### config.mk
export PLATFORM = sky130hd
export DESIGN_NAME = uart_tx_arbiter
export DESIGN_NICKNAME = d
export VERILOG_FILES = /design/src/rtl/uart_pkg.sv /design/src/rtl/uart_rr_picker.sv /design/src/rtl/uart_tx_arbiter.sv
export SDC_FILE = /design/constraint.sdc
export NUM_CORES = 1
export LEC_CHECK = 0
export ABC_AREA = 1
export BUFFER_PORTS_ARGS = -buffer_cell sky130_fd_sc_hd__buf_2
export CAP_MARGIN = 20
export CORE_ASPECT_RATIO = 0.7
export CORE_UTILIZATION = 44
export DETAILED_ROUTE_END_ITERATION = 16
export PLACE_DENSITY = 0.76
export SETUP_SLACK_MARGIN = 0.2
export SLEW_MARGIN = 10
export SYNTH_ARGS = -nofsm -noshare
export SYNTH_HDL_FRONTEND = slang
export SYNTH_SLANG_ARGS = --single-unit
### constraint.sdc
create_clock -name clk -period 1.7 [get_ports clk]
set_clock_uncertainty 0.05 [all_clocks]
set_input_delay 0 -clock clk [delete_from_list [all_inputs] [get_ports clk]]
set_output_delay 0 -clock clk [all_outputs]
set_load 0.01 [all_outputs]
### src/rtl/uart_pkg.sv
// Purpose : shared types and defaults for the UART transmit arbiter slice.
// Latency : n/a (declarations only).
// Backpr. : n/a.
//
// Contents: default data width and the arbiter FSM state encoding.
package uart_pkg;

  // Data bits per byte; must match the Transmitter's DBITS.
  localparam int DBITS_DEF = 8;

  // Arbiter FSM states. Encodings are fixed so waveforms read the same
  // across builds.
  typedef enum logic [1:0] {
    IDLE      = 2'd0,
    START     = 2'd1,
    WAIT_DONE = 2'd2
  } arb_state_e;

endpackage : uart_pkg

### src/rtl/uart_rr_picker.sv
// Purpose : rotate-priority encoder; picks the first requester at or after (ptr+1) mod NREQ.
// Latency : purely combinational, zero cycles.
// Backpr. : none; the caller decides when to consume the pick.
//
// Ports:
//   req    in  NREQ          request vector
//   ptr    in  clog2(NREQ)   index of the last requester served
//   valid  out 1             at least one request is present
//   winner out clog2(NREQ)   index of the chosen requester (0 when !valid)
module uart_rr_picker #(
  parameter int NREQ = 4
) (
  input  logic [NREQ-1:0]         req,
  input  logic [$clog2(NREQ)-1:0] ptr,
  output logic                    valid,
  output logic [$clog2(NREQ)-1:0] winner
);

  localparam int GW = $clog2(NREQ);

  logic [GW-1:0] idx;

  // Walk the candidates from farthest to nearest so the nearest
  // requester after ptr is the last assignment and therefore wins.
  always_comb begin
    valid  = 1'b0;
    winner = '0;
    idx    = '0;
    for (int k = NREQ; k >= 1; k--) begin
      idx = GW'((int'(ptr) + k) % NREQ);
      if (req[idx]) begin
        valid  = 1'b1;
        winner = idx;
      end
    end
  end

endmodule : uart_rr_picker

### src/rtl/uart_tx_arbiter.sv
// Purpose : shares one UART Transmitter among NREQ byte requesters, round-robin per byte.
// Latency : req in IDLE -> ack next edge -> tx_start one cycle later; tx_done -> next tx_start >= 2 idle cycles.
// Backpr. : requesters hold req/data until ack; the Transmitter throttles us through tx_done.
//
// Ports:
//   clk       in  1            system clock
//   reset     in  1            asynchronous active-high reset
//   req       in  NREQ         level request per requester
//   req_data  in  NREQ*DBITS   byte of requester i on [i*DBITS +: DBITS]
//   ack       out NREQ         one-cycle pulse: byte of requester i latched
//   tx_start  out 1            one-cycle start pulse to the Transmitter
//   tx_data   out DBITS        byte to Transmitter, stable from tx_start until tx_done
//   tx_done   in  1            one-cycle completion pulse from the Transmitter
//   busy      out 1            high from grant until tx_done is consumed
//   grant_id  out clog2(NREQ)  index of the current/last grant
//
// Build option: define UART_TX_ARB_BURST_EN to let a requester that still
// has req high keep the Transmitter for up to MAX_BURST consecutive bytes.
module uart_tx_arbiter
  import uart_pkg::*;
#(
  parameter int NREQ      = 4,
  parameter int DBITS     = DBITS_DEF,
  parameter int MAX_BURST = 4
) (
  input  logic                    clk,
  input  logic                    reset,
  input  logic [NREQ-1:0]         req,
  input  logic [NREQ*DBITS-1:0]   req_data,
  output logic [NREQ-1:0]         ack,
  output logic                    tx_start,
  output logic [DBITS-1:0]        tx_data,
  input  logic                    tx_done,
  output logic                    busy,
  output logic [$clog2(NREQ)-1:0] grant_id
);

  localparam int GW = $clog2(NREQ);

  arb_state_e        state_q, state_d;
  logic [GW-1:0]     ptr_q, ptr_d;
  logic [NREQ-1:0]   ack_q, ack_d;
  logic              tx_start_q, tx_start_d;
  logic [DBITS-1:0]  tx_data_q, tx_data_d;
  logic              busy_q, busy_d;
  logic [GW-1:0]     grant_q, grant_d;

  logic              pick_vld;
  logic [GW-1:0]     pick_id;

  // Unpacked view of the flat request-data bus, one byte per requester.
  logic [DBITS-1:0]  req_byte [NREQ];

  for (genvar i = 0; i < NREQ; i++) begin : g_req_byte
    assign req_byte[i] = req_data[i*DBITS +: DBITS];
  end

`ifdef UART_TX_ARB_BURST_EN
  // Counts re-grants of the current owner; 0..MAX_BURST-1.
  localparam int BCW = (MAX_BURST > 2) ? $clog2(MAX_BURST) : 1;
  localparam logic [BCW-1:0] BURST_LAST = BCW'(MAX_BURST - 1);

  logic [BCW-1:0]    burst_q, burst_d;
`else
  // Burst length is meaningless when bursting is compiled out.
  logic unused_max_burst;
  assign unused_max_burst = (MAX_BURST > 0);
`endif

  uart_rr_picker #(
    .NREQ (NREQ)
  ) u_picker (
    .req    (req),
    .ptr    (ptr_q),
    .valid  (pick_vld),
    .winner (pick_id)
  );

  always_ff @(posedge clk or posedge reset) begin
    if (reset) begin
      state_q    <= IDLE;
      ptr_q      <= GW'(NREQ - 1);  // requester 0 wins the first arbitration
      ack_q      <= '0;
      tx_start_q <= 1'b0;
      tx_data_q  <= '0;
      busy_q     <= 1'b0;
      grant_q    <= '0;
`ifdef UART_TX_ARB_BURST_EN
      burst_q    <= '0;
`endif
    end else begin
      state_q    <= state_d;
      ptr_q      <= ptr_d;
      ack_q      <= ack_d;
      tx_start_q <= tx_start_d;
      tx_data_q  <= tx_data_d;
      busy_q     <= busy_d;
      grant_q    <= grant_d;
`ifdef UART_TX_ARB_BURST_EN
      burst_q    <= burst_d;
`endif
    end
  end

  always_comb begin
    state_d    = state_q;
    ptr_d      = ptr_q;
    ack_d      = '0;     // ack and tx_start are single-cycle pulses
    tx_start_d = 1'b0;
    tx_data_d  = tx_data_q;
    busy_d     = busy_q;
    grant_d    = grant_q;
`ifdef UART_TX_ARB_BURST_EN
    burst_d    = burst_q;
`endif

    case (state_q)
      IDLE: begin
        if (pick_vld) begin
          tx_data_d      = req_byte[pick_id];
          ack_d[pick_id] = 1'b1;
          grant_d        = pick_id;
          busy_d         = 1'b1;
          state_d        = START;
        end
      end

      // ack is visible during this cycle; tx_start follows one cycle later
      // so the Transmitter sees a byte that has already settled. tx_done
      // arriving here cannot belong to our byte and is dropped.
      START: begin
        tx_start_d = 1'b1;
        state_d    = WAIT_DONE;
      end

      WAIT_DONE: begin
        if (tx_done) begin
`ifdef UART_TX_ARB_BURST_EN
          if (req[grant_q] && (burst_q < BURST_LAST)) begin
            // Owner keeps the line; ptr stays put so rotation resumes
            // from the same place once the burst ends.
            ack_d[grant_q] = 1'b1;
            tx_data_d      = req_byte[grant_q];
            burst_d        = burst_q + BCW'(1);
            state_d        = START;
          end else begin
            burst_d = '0;
            ptr_d   = grant_q;
            busy_d  = 1'b0;
            state_d = IDLE;
          end
`else
          ptr_d   = grant_q;
          busy_d  = 1'b0;
          state_d = IDLE;
`endif
        end
      end

      default: begin
        state_d = IDLE;
      end
    endcase
  end

  assign ack      = ack_q;
  assign tx_start = tx_start_q;
  assign tx_data  = tx_data_q;
  assign busy     = busy_q;
  assign grant_id = grant_q;

endmodule : uart_tx_arbiter

==> results of run 1 <==
layout make-up:
type | count | area, um^2
Tap cell | 36 | 45.04
Inverter | 23 | 101.3
Clock inverter | 1 | 30.03
Clock buffer | 3 | 41.29
Sequential cell | 20 | 503.0
Fill cell | 199 | 745.7
Timing Repair Buffer | 77 | 541.8
Multi-Input combinational cell | 149 | 894.6
per-stage QoR:
step	util, %	setup TNS (ns)	area (um^2)
2_1_floorplan	-	-0.6609	1410
6_report	74.31	-2.487	2157
3_3_place_gp	60.73	-2.053	1763
3_5_place_dp	60.73	-2.655	1763
4_1_cts	67.37	-1.699	1956
5_1_grt	74.31	-3.825	2157
cells in the final DEF, fill, tap and decap left out, types with 4 or more instances in the layout:
| master | n |
|---|---|
| sky130_fd_sc_hd__nand3_2 | 9 |
| sky130_fd_sc_hd__nand2_1 | 68 |
| sky130_fd_sc_hd__buf_2 | 54 |
| sky130_fd_sc_hd__nand2_4 | 12 |
| sky130_fd_sc_hd__nand3b_1 | 8 |
| sky130_fd_sc_hd__buf_6 | 5 |
| sky130_fd_sc_hd__nor2_1 | 6 |
| sky130_fd_sc_hd__nor2_2 | 4 |
| sky130_fd_sc_hd__nand2_2 | 18 |
| sky130_fd_sc_hd__buf_4 | 11 |
| sky130_fd_sc_hd__dfrtp_1 | 18 |
| sky130_fd_sc_hd__inv_1 | 16 |
| sky130_fd_sc_hd__nand3_1 | 10 |
power groups by stage:
stage	clock network, uW	registers (uW)	logic [uW]
2_1_floorplan	0	908	2230
3_3_place_gp	0	867	2920
3_5_place_dp	0	871	2980
4_1_cts	489	832	3390
5_1_grt	531	868	4430
6_report	487	838	4070
path summary, 6_finish.rpt:
check | start | end | slack (ns) | depth (start not counted)
worst min-delay path | req_data[27] | tx_data[3] | 0.07 | 7
max in group asynchronous | reset | grant_id[1] | 0.74 | 3
worst min register to register | state_q[1] | tx_start | 0.41 | 1
worst max register to register | ptr_q[0] | tx_data[4] | -0.27 | 16
worst max-delay path | ptr_q[0] | tx_data[4] | -0.27 | 16
min in group asynchronous | reset | state_q[0] | 0.37 | 3
state kept, by name, indices dropped and copies added, names as in the netlist:
register,count
busy,1
state_q,2
ptr_q,2
tx_data,8
grant_id,2
ack,4
tx_start,1
worst min-delay path: stages:
cell and delay, ns:
sky130_fd_sc_hd__buf_2 0.09, sky130_fd_sc_hd__nand2_2 0.04, sky130_fd_sc_hd__nand2_1 0.05, sky130_fd_sc_hd__nand2_1 0.04, sky130_fd_sc_hd__nand2_1 0.05, sky130_fd_sc_hd__nand2_1 0.04
sky130_fd_sc_hd__nand2_1 0.05
cell families after synthesis:
| group | share of synthesized area (%) |
|---|---|
| compound gates | 3.044 |
| buf+inv | 11.73 |
| flops | 35.99 |
| simple gates | 49.24 |
repair_timing:
item                                    in CTS  in global routing
endpoints found under the setup margin      16                 16
endpoints found under the hold margin       19                  0
hold buffers                                 2                  0
pin swaps                                    4                 13
buffers inserted                             3                  2
gates resized for setup                     12                 38
cloned                                       1                  1
per-layer routing:
metal	part of all wire (%)	global-route usage [%]	wire, um	vias up
met3	6.3	5.785	258	4
li1	-	-	-	765
met5	0	0	0	-
met2	48	35.28	1966	61
met4	0.93	6.803	38	0
met1	44	29.37	1809	692
==> flow_summary.json, run 1 <==
{
  "status": "complete, but fails checks",
  "violations": "setup timing",
  "cts_max_path_buffers": 2,
  "ir_drop_mv": 1.219,
  "clock.fmax_mhz": 507.8,
  "netlist-cell-type-count": 25,
  "antenna_found_initial": 0,
  "cts_h_tree_lvls": 1,
  "synthTopCellsByArea": "sky130_fd_sc_hd__dfrtp_1 (32%), sky130_fd_sc_hd__nand2_1 (20%), sky130_fd_sc_hd__nand2_2 (9.4%), sky130_fd_sc_hd__nand3_1 (6.8%), sky130_fd_sc_hd__inv_1 (4.8%)",
  "final_number_of_hold_violating_endpoints": 0,
  "final_min_period_over_clock_period_pct": 115.8,
  "synth_enable_flop_cells": 0,
  "rsz0062_at_grt": "yes",
  "antenna_cells": 0,
  "detail_route.drc_violations": 0,
  "via_per_inst": 4.926,
  "cell_rows": 16,
  "die_extent_in_x_um": 69.36,
  "synth.top_cell.area_share_pct": 32.23,
  "crit_required_ns": 1.81,
  "detail_route.first_pass.iterations": 5,
  "swShare_pct": 47.92,
  "layout-drive-gt1-share_pct": 50.55,
  "floorplan.initialDensity_pct": 48.15,
  "grt_first_pass_wirelength_mm": 5.858,
  "detail-route-antenna-nets": 0,
  "post_synth_inst_count": 200,
  "synth_commonest_cells": "sky130_fd_sc_hd__nand2_1 (76), sky130_fd_sc_hd__nand2_2 (21), sky130_fd_sc_hd__nand3_1 (19)",
  "cts_tree": "done",
  "clk-insertion-delay-late_ns": 0.27,
  "core_area_um2": 2903,
  "layout_setup_ws_ns": -0.2692,
  "cp_max_fo": 17,
  "global_routing_usage_summed_across_all_routing_layers_pct": 22.07,
  "number_of_buffers_created_by_cts": 3,
  "first_global_vias": 1338,
  "yosys.cell_count.top_type": "sky130_fd_sc_hd__nand2_1",
  "hp-class": "in2reg",
  "dp_cells": 296,
  "seqPwrFrac_pct": 15.5,
  "critical-path-slowest-cell": "sky130_fd_sc_hd__dfstp_2",
  "synth.yosys.seq_area_share_pct": 35.99,
  "syn-cell-area_um2": 1398,
  "timing.final.crit_period_ns": 1.969,
  "largest_net_degree_at_the_start_of_global_routing": 21,
  "crit_path_max_incr_delay_ns": 0.57,
  "tightestPinTransition_ns": 0.7893,
  "p_leak_uw": 0.001226,
  "pwr-share-clk_pct": 9.0,
  "timing.critical_path.mode_cell": "sky130_fd_sc_hd__nand2_1",
  "layout.nets": 313,
  "syn_avg_cell_area_um2": 6.988,
  "hpwl_mm": 2.470,
  "num_vias": 1522,
  "internal-power_uw": 2809,
  "wl_per_cell_um": 13.18,
  "cp_num_buf_inv": 3,
  "clock_sink_total": 20,
  "relSlewSlack_pct": 47.32,
  "yosysTopAreaCell": "sky130_fd_sc_hd__dfrtp_1",
  "gp_congestion": 0.9090,
  "postSynthRegisterBits": 20,
  "hold_ws_ns": 0.06542,
  "async_reset_ff_share_pct": 100.0,
  "drt-initial-drc-count": 74,
  "die_height_um": 49.16,
  "slew_violations": 0,
  "cp_data_arrival_time_ns": 2.08,
  "crit_path_cells": "buf_12 > inv_8 > nand2_4 > nand3_2 > nand2_1 > inv_2 > nand2_4 > nand2_4 > nand2_8 > nand2_8 > nand2_2 > nand2_1 > nand2_1 > nand2_1 > nand2_1 > nand2_1",
  "combPwrFrac_pct": 75.4,
  "timing.critical_path.to_type": "flop",
  "global_route.overflow_total": 0,
  "clk_slew_on_worst_s_h_paths_ns": 0.08,
  "ios": 55,
  "clockRootBuffer": "sky130_fd_sc_hd__clkbuf_8",
  "synthToLayoutAreaGrowth_pct": 54.34,
  "synthFlopType": "sky130_fd_sc_hd__dfrtp_1",
  "ys_warn_count": 0,
  "wirelength_mm": 4.073,
  "placement.setup.worst_slack_ns": -0.2461,
  "synth.net_count": 239,
  "instances_no_fill": 309,
  "design_power_total_uw": 5393,
  "setup_viol": 15,
  "port-buffer-count": 54,
  "die_area_um2": 3409,
  "timing.critical_path.from_type": "flop",
  "cap_violations": 0,
  "power.density_nw_per_um2": 2500,
  "power.switching_uw": 2584,
  "timing.setup.critical_path_class": "reg2reg",
  "critical_path_s_top_delay_family": "simple AND/OR/NAND/NOR gates"
}
Note: power is estimated with default switching activity, not from simulation.
==> inputs of run 2 (changes only) <==
--- a/config.mk
+++ b/config.mk
@@ -12,7 +12,8 @@
 export CORE_UTILIZATION = 44
 export DETAILED_ROUTE_END_ITERATION = 16
 export PLACE_DENSITY = 0.76
-export SETUP_SLACK_MARGIN = 0.2
+export SETUP_SLACK_MARGIN = 0.15
+export SKIP_LAST_GASP = 1
 export SLEW_MARGIN = 10
 export SYNTH_ARGS = -nofsm -noshare
 export SYNTH_HDL_FRONTEND = slang
==> flow_summary.json, run 2 (same netlist as run 1, synthesis figures left out) <==
{
  "mostFrequentLayoutCell": "sky130_fd_sc_hd__nand2_1",
  "tightestPinTransition_ns": 0.7708,
  "timing.critical_path.from_type": "flop",
  "via_per_inst": 4.767,
  "die_height_um": 49.16,
  "die_extent_in_x_um": 69.36,
  "cap_violations": 0,
  "detailed_place.area_um2": 1763,
  "power.density_nw_per_um2": 2476,
  "most-common-layout-cells": "sky130_fd_sc_hd__nand2_1 (72), sky130_fd_sc_hd__buf_2 (54), sky130_fd_sc_hd__nand2_2 (23), sky130_fd_sc_hd__nand3_1 (19), sky130_fd_sc_hd__dfrtp_1 (18)",
  "critical_path.reg2reg.startpoint": "ptr_q[0]",
  "rsz0062_at_grt": "yes",
  "ir_drop_mv": 1.203,
  "hpwl_mm": 2.470,
  "drt-initial-drc-count": 58,
  "finish.instance_area_um2": 2022,
  "setup_viol": 14,
  "layout.nets": 313,
  "clock_sink_total": 20,
  "hold_ws_ns": 0.06409,
  "clock.fmax_mhz": 525.8,
  "final_number_of_hold_violating_endpoints": 0,
  "r2r_setup_slack_ns": -0.20,
  "p_leak_uw": 0.001165,
  "crit_required_ns": 1.81,
  "wl_per_cell_um": 11.51,
  "cts_tree": "done",
  "detail-route-antenna-nets": 0,
  "floorplan.initialDensity_pct": 48.15,
  "antenna_found_initial": 0,
  "violations": "setup timing",
  "dp_cells": 296,
  "first_global_vias": 1340,
  "cts_max_path_buffers": 2,
  "timing.critical_path.to": "tx_data[4]",
  "layout-drive-gt1-share_pct": 45.05,
  "die_area_um2": 3409,
  "cell_rows": 16,
  "final_min_period_over_clock_period_pct": 111.9,
  "clk_slew_on_worst_s_h_paths_ns": 0.08,
  "design_power_total_uw": 5006,
  "hp-class": "in2reg",
  "timing.setup.critical_path_class": "reg2reg",
  "core_area_um2": 2903,
  "placement.setup.worst_slack_ns": -0.2461,
  "global_routing_usage_summed_across_all_routing_layers_pct": 22.16,
  "grt_first_pass_wirelength_mm": 5.885,
  "number_of_flip_flops_in_the_largest_register": 8,
  "instances_no_fill": 309,
  "number_of_buffers_created_by_cts": 3,
  "ios": 55,
  "clk-insertion-delay-late_ns": 0.27,
  "timing.final.crit_period_ns": 1.902,
  "reg2reg_depth": 16,
  "wirelength_mm": 3.558,
  "global_route.overflow_total": 0,
  "layout_setup_ws_ns": -0.2020,
  "launching_element_of_the_worst_setup_path": "ptr_q[0]",
  "relSlewSlack_pct": 48.55,
  "status": "complete, but fails checks",
  "rr_endpoint": "tx_data[4]",
  "cts_h_tree_lvls": 1,
  "gp_congestion": 0.9090,
  "holdCritStartpoint": "req_data[27]",
  "synthToLayoutAreaGrowth_pct": 44.67,
  "detail_route.drc_violations": 0,
  "port-buffer-count": 54,
  "cp_data_arrival_time_ns": 2.01,
  "detail_route.first_pass.iterations": 4,
  "timing.critical_path.to_type": "flop",
  "clockRootBuffer": "sky130_fd_sc_hd__clkbuf_8",
  "antenna_cells": 0,
  "cp_max_fo": 17,
  "largest_net_degree_at_the_start_of_global_routing": 21,
  "num_vias": 1473,
  "slew_violations": 0
}
run 2: cell count changes in the layout (fill, tap and decap cells not counted), moves of 2 or more:
cell                      before  now
sky130_fd_sc_hd__nand2_2      18   23
sky130_fd_sc_hd__buf_6         5    1
sky130_fd_sc_hd__buf_4        11   15
sky130_fd_sc_hd__nand2_1      68   72
sky130_fd_sc_hd__nand3_1      10   19
sky130_fd_sc_hd__nor3_2        2    0
sky130_fd_sc_hd__nand2_4      12    3
sky130_fd_sc_hd__nand3_2       9    0
sky130_fd_sc_hd__nor3_1        0    2
run 2: how the worst min path moves through the flow:
stage	endpoint	slack, ns	cells past startpoint
5_1_grt	tx_data[3]	0.10	7
6_report	tx_data[3]	0.06	7
3_5_place_dp	tx_data[0]	0.13	2
3_3_place_gp	tx_data[4]	0.12	2
4_1_cts	tx_data[2]	0.06	7
2_1_floorplan	ack[0]	-0.09	1
run 2: stage by stage:
stage                     utilization [%]  setup TNS [ns]
after floorplan                         -         -0.6609
after global placement              60.73          -2.053
after detailed placement            60.73          -2.655
after CTS                           67.20          -1.731
after global routing                69.66          -3.871
final                               69.66          -2.158
run 2: critical path, cell delays in order (launching register included):
cell                      delay, ns
sky130_fd_sc_hd__dfstp_2       0.56
sky130_fd_sc_hd__buf_12        0.12
sky130_fd_sc_hd__inv_8         0.04
sky130_fd_sc_hd__nand2_4       0.05
sky130_fd_sc_hd__nand2_2       0.06
sky130_fd_sc_hd__nand2_2       0.09
sky130_fd_sc_hd__nand2_2       0.07
sky130_fd_sc_hd__nand2_4       0.09
sky130_fd_sc_hd__nand2_4       0.07
sky130_fd_sc_hd__nand2_8       0.11
sky130_fd_sc_hd__nand2_8       0.12
sky130_fd_sc_hd__nand2_2       0.08
sky130_fd_sc_hd__nand2_1       0.05
sky130_fd_sc_hd__nand2_1       0.05
sky130_fd_sc_hd__nand2_1       0.06
sky130_fd_sc_hd__nand2_1       0.07
sky130_fd_sc_hd__nand2_1       0.05
run 2: power breakdown:
group          total (uW)  switching (uW)  internal (uW)
logic                3690            2060           1630
clock network         483             168            315
registers             833             114            720
run 2: timing repair:
item / 4_1_cts / 5_1_grt
hold buffers: 2 / 0
pin swaps: 2 / 6
hold endpoints to repair: 19 / 0
resized for setup: 11 / 9
cloned: 1 / 1
endpoints found under the setup margin: 16 / 16
buffers inserted: 3 / 2
run 2: final cells by class:
class,instances,area [um^2]
inverter,23,100.1
clock buffer,3,41.29
sequential,20,503.0
clock inverter,1,30.03
tap,36,45.04
timing repair buffer,77,526.8
multi-input combinational,149,775.7
fill,236,880.8
run 2: routing by layer:
layer | routed length [um] | part of all wire (%) | vias to the layer above | global-route usage [%]
li1 | - | - | 764 | -
met1 | 1636 | 46 | 650 | 29.63
met2 | 1674 | 47 | 55 | 35.28
met3 | 216 | 6.1 | 4 | 5.785
met4 | 29 | 0.82 | 0 | 6.803
met5 | 0 | 0 | - | 0
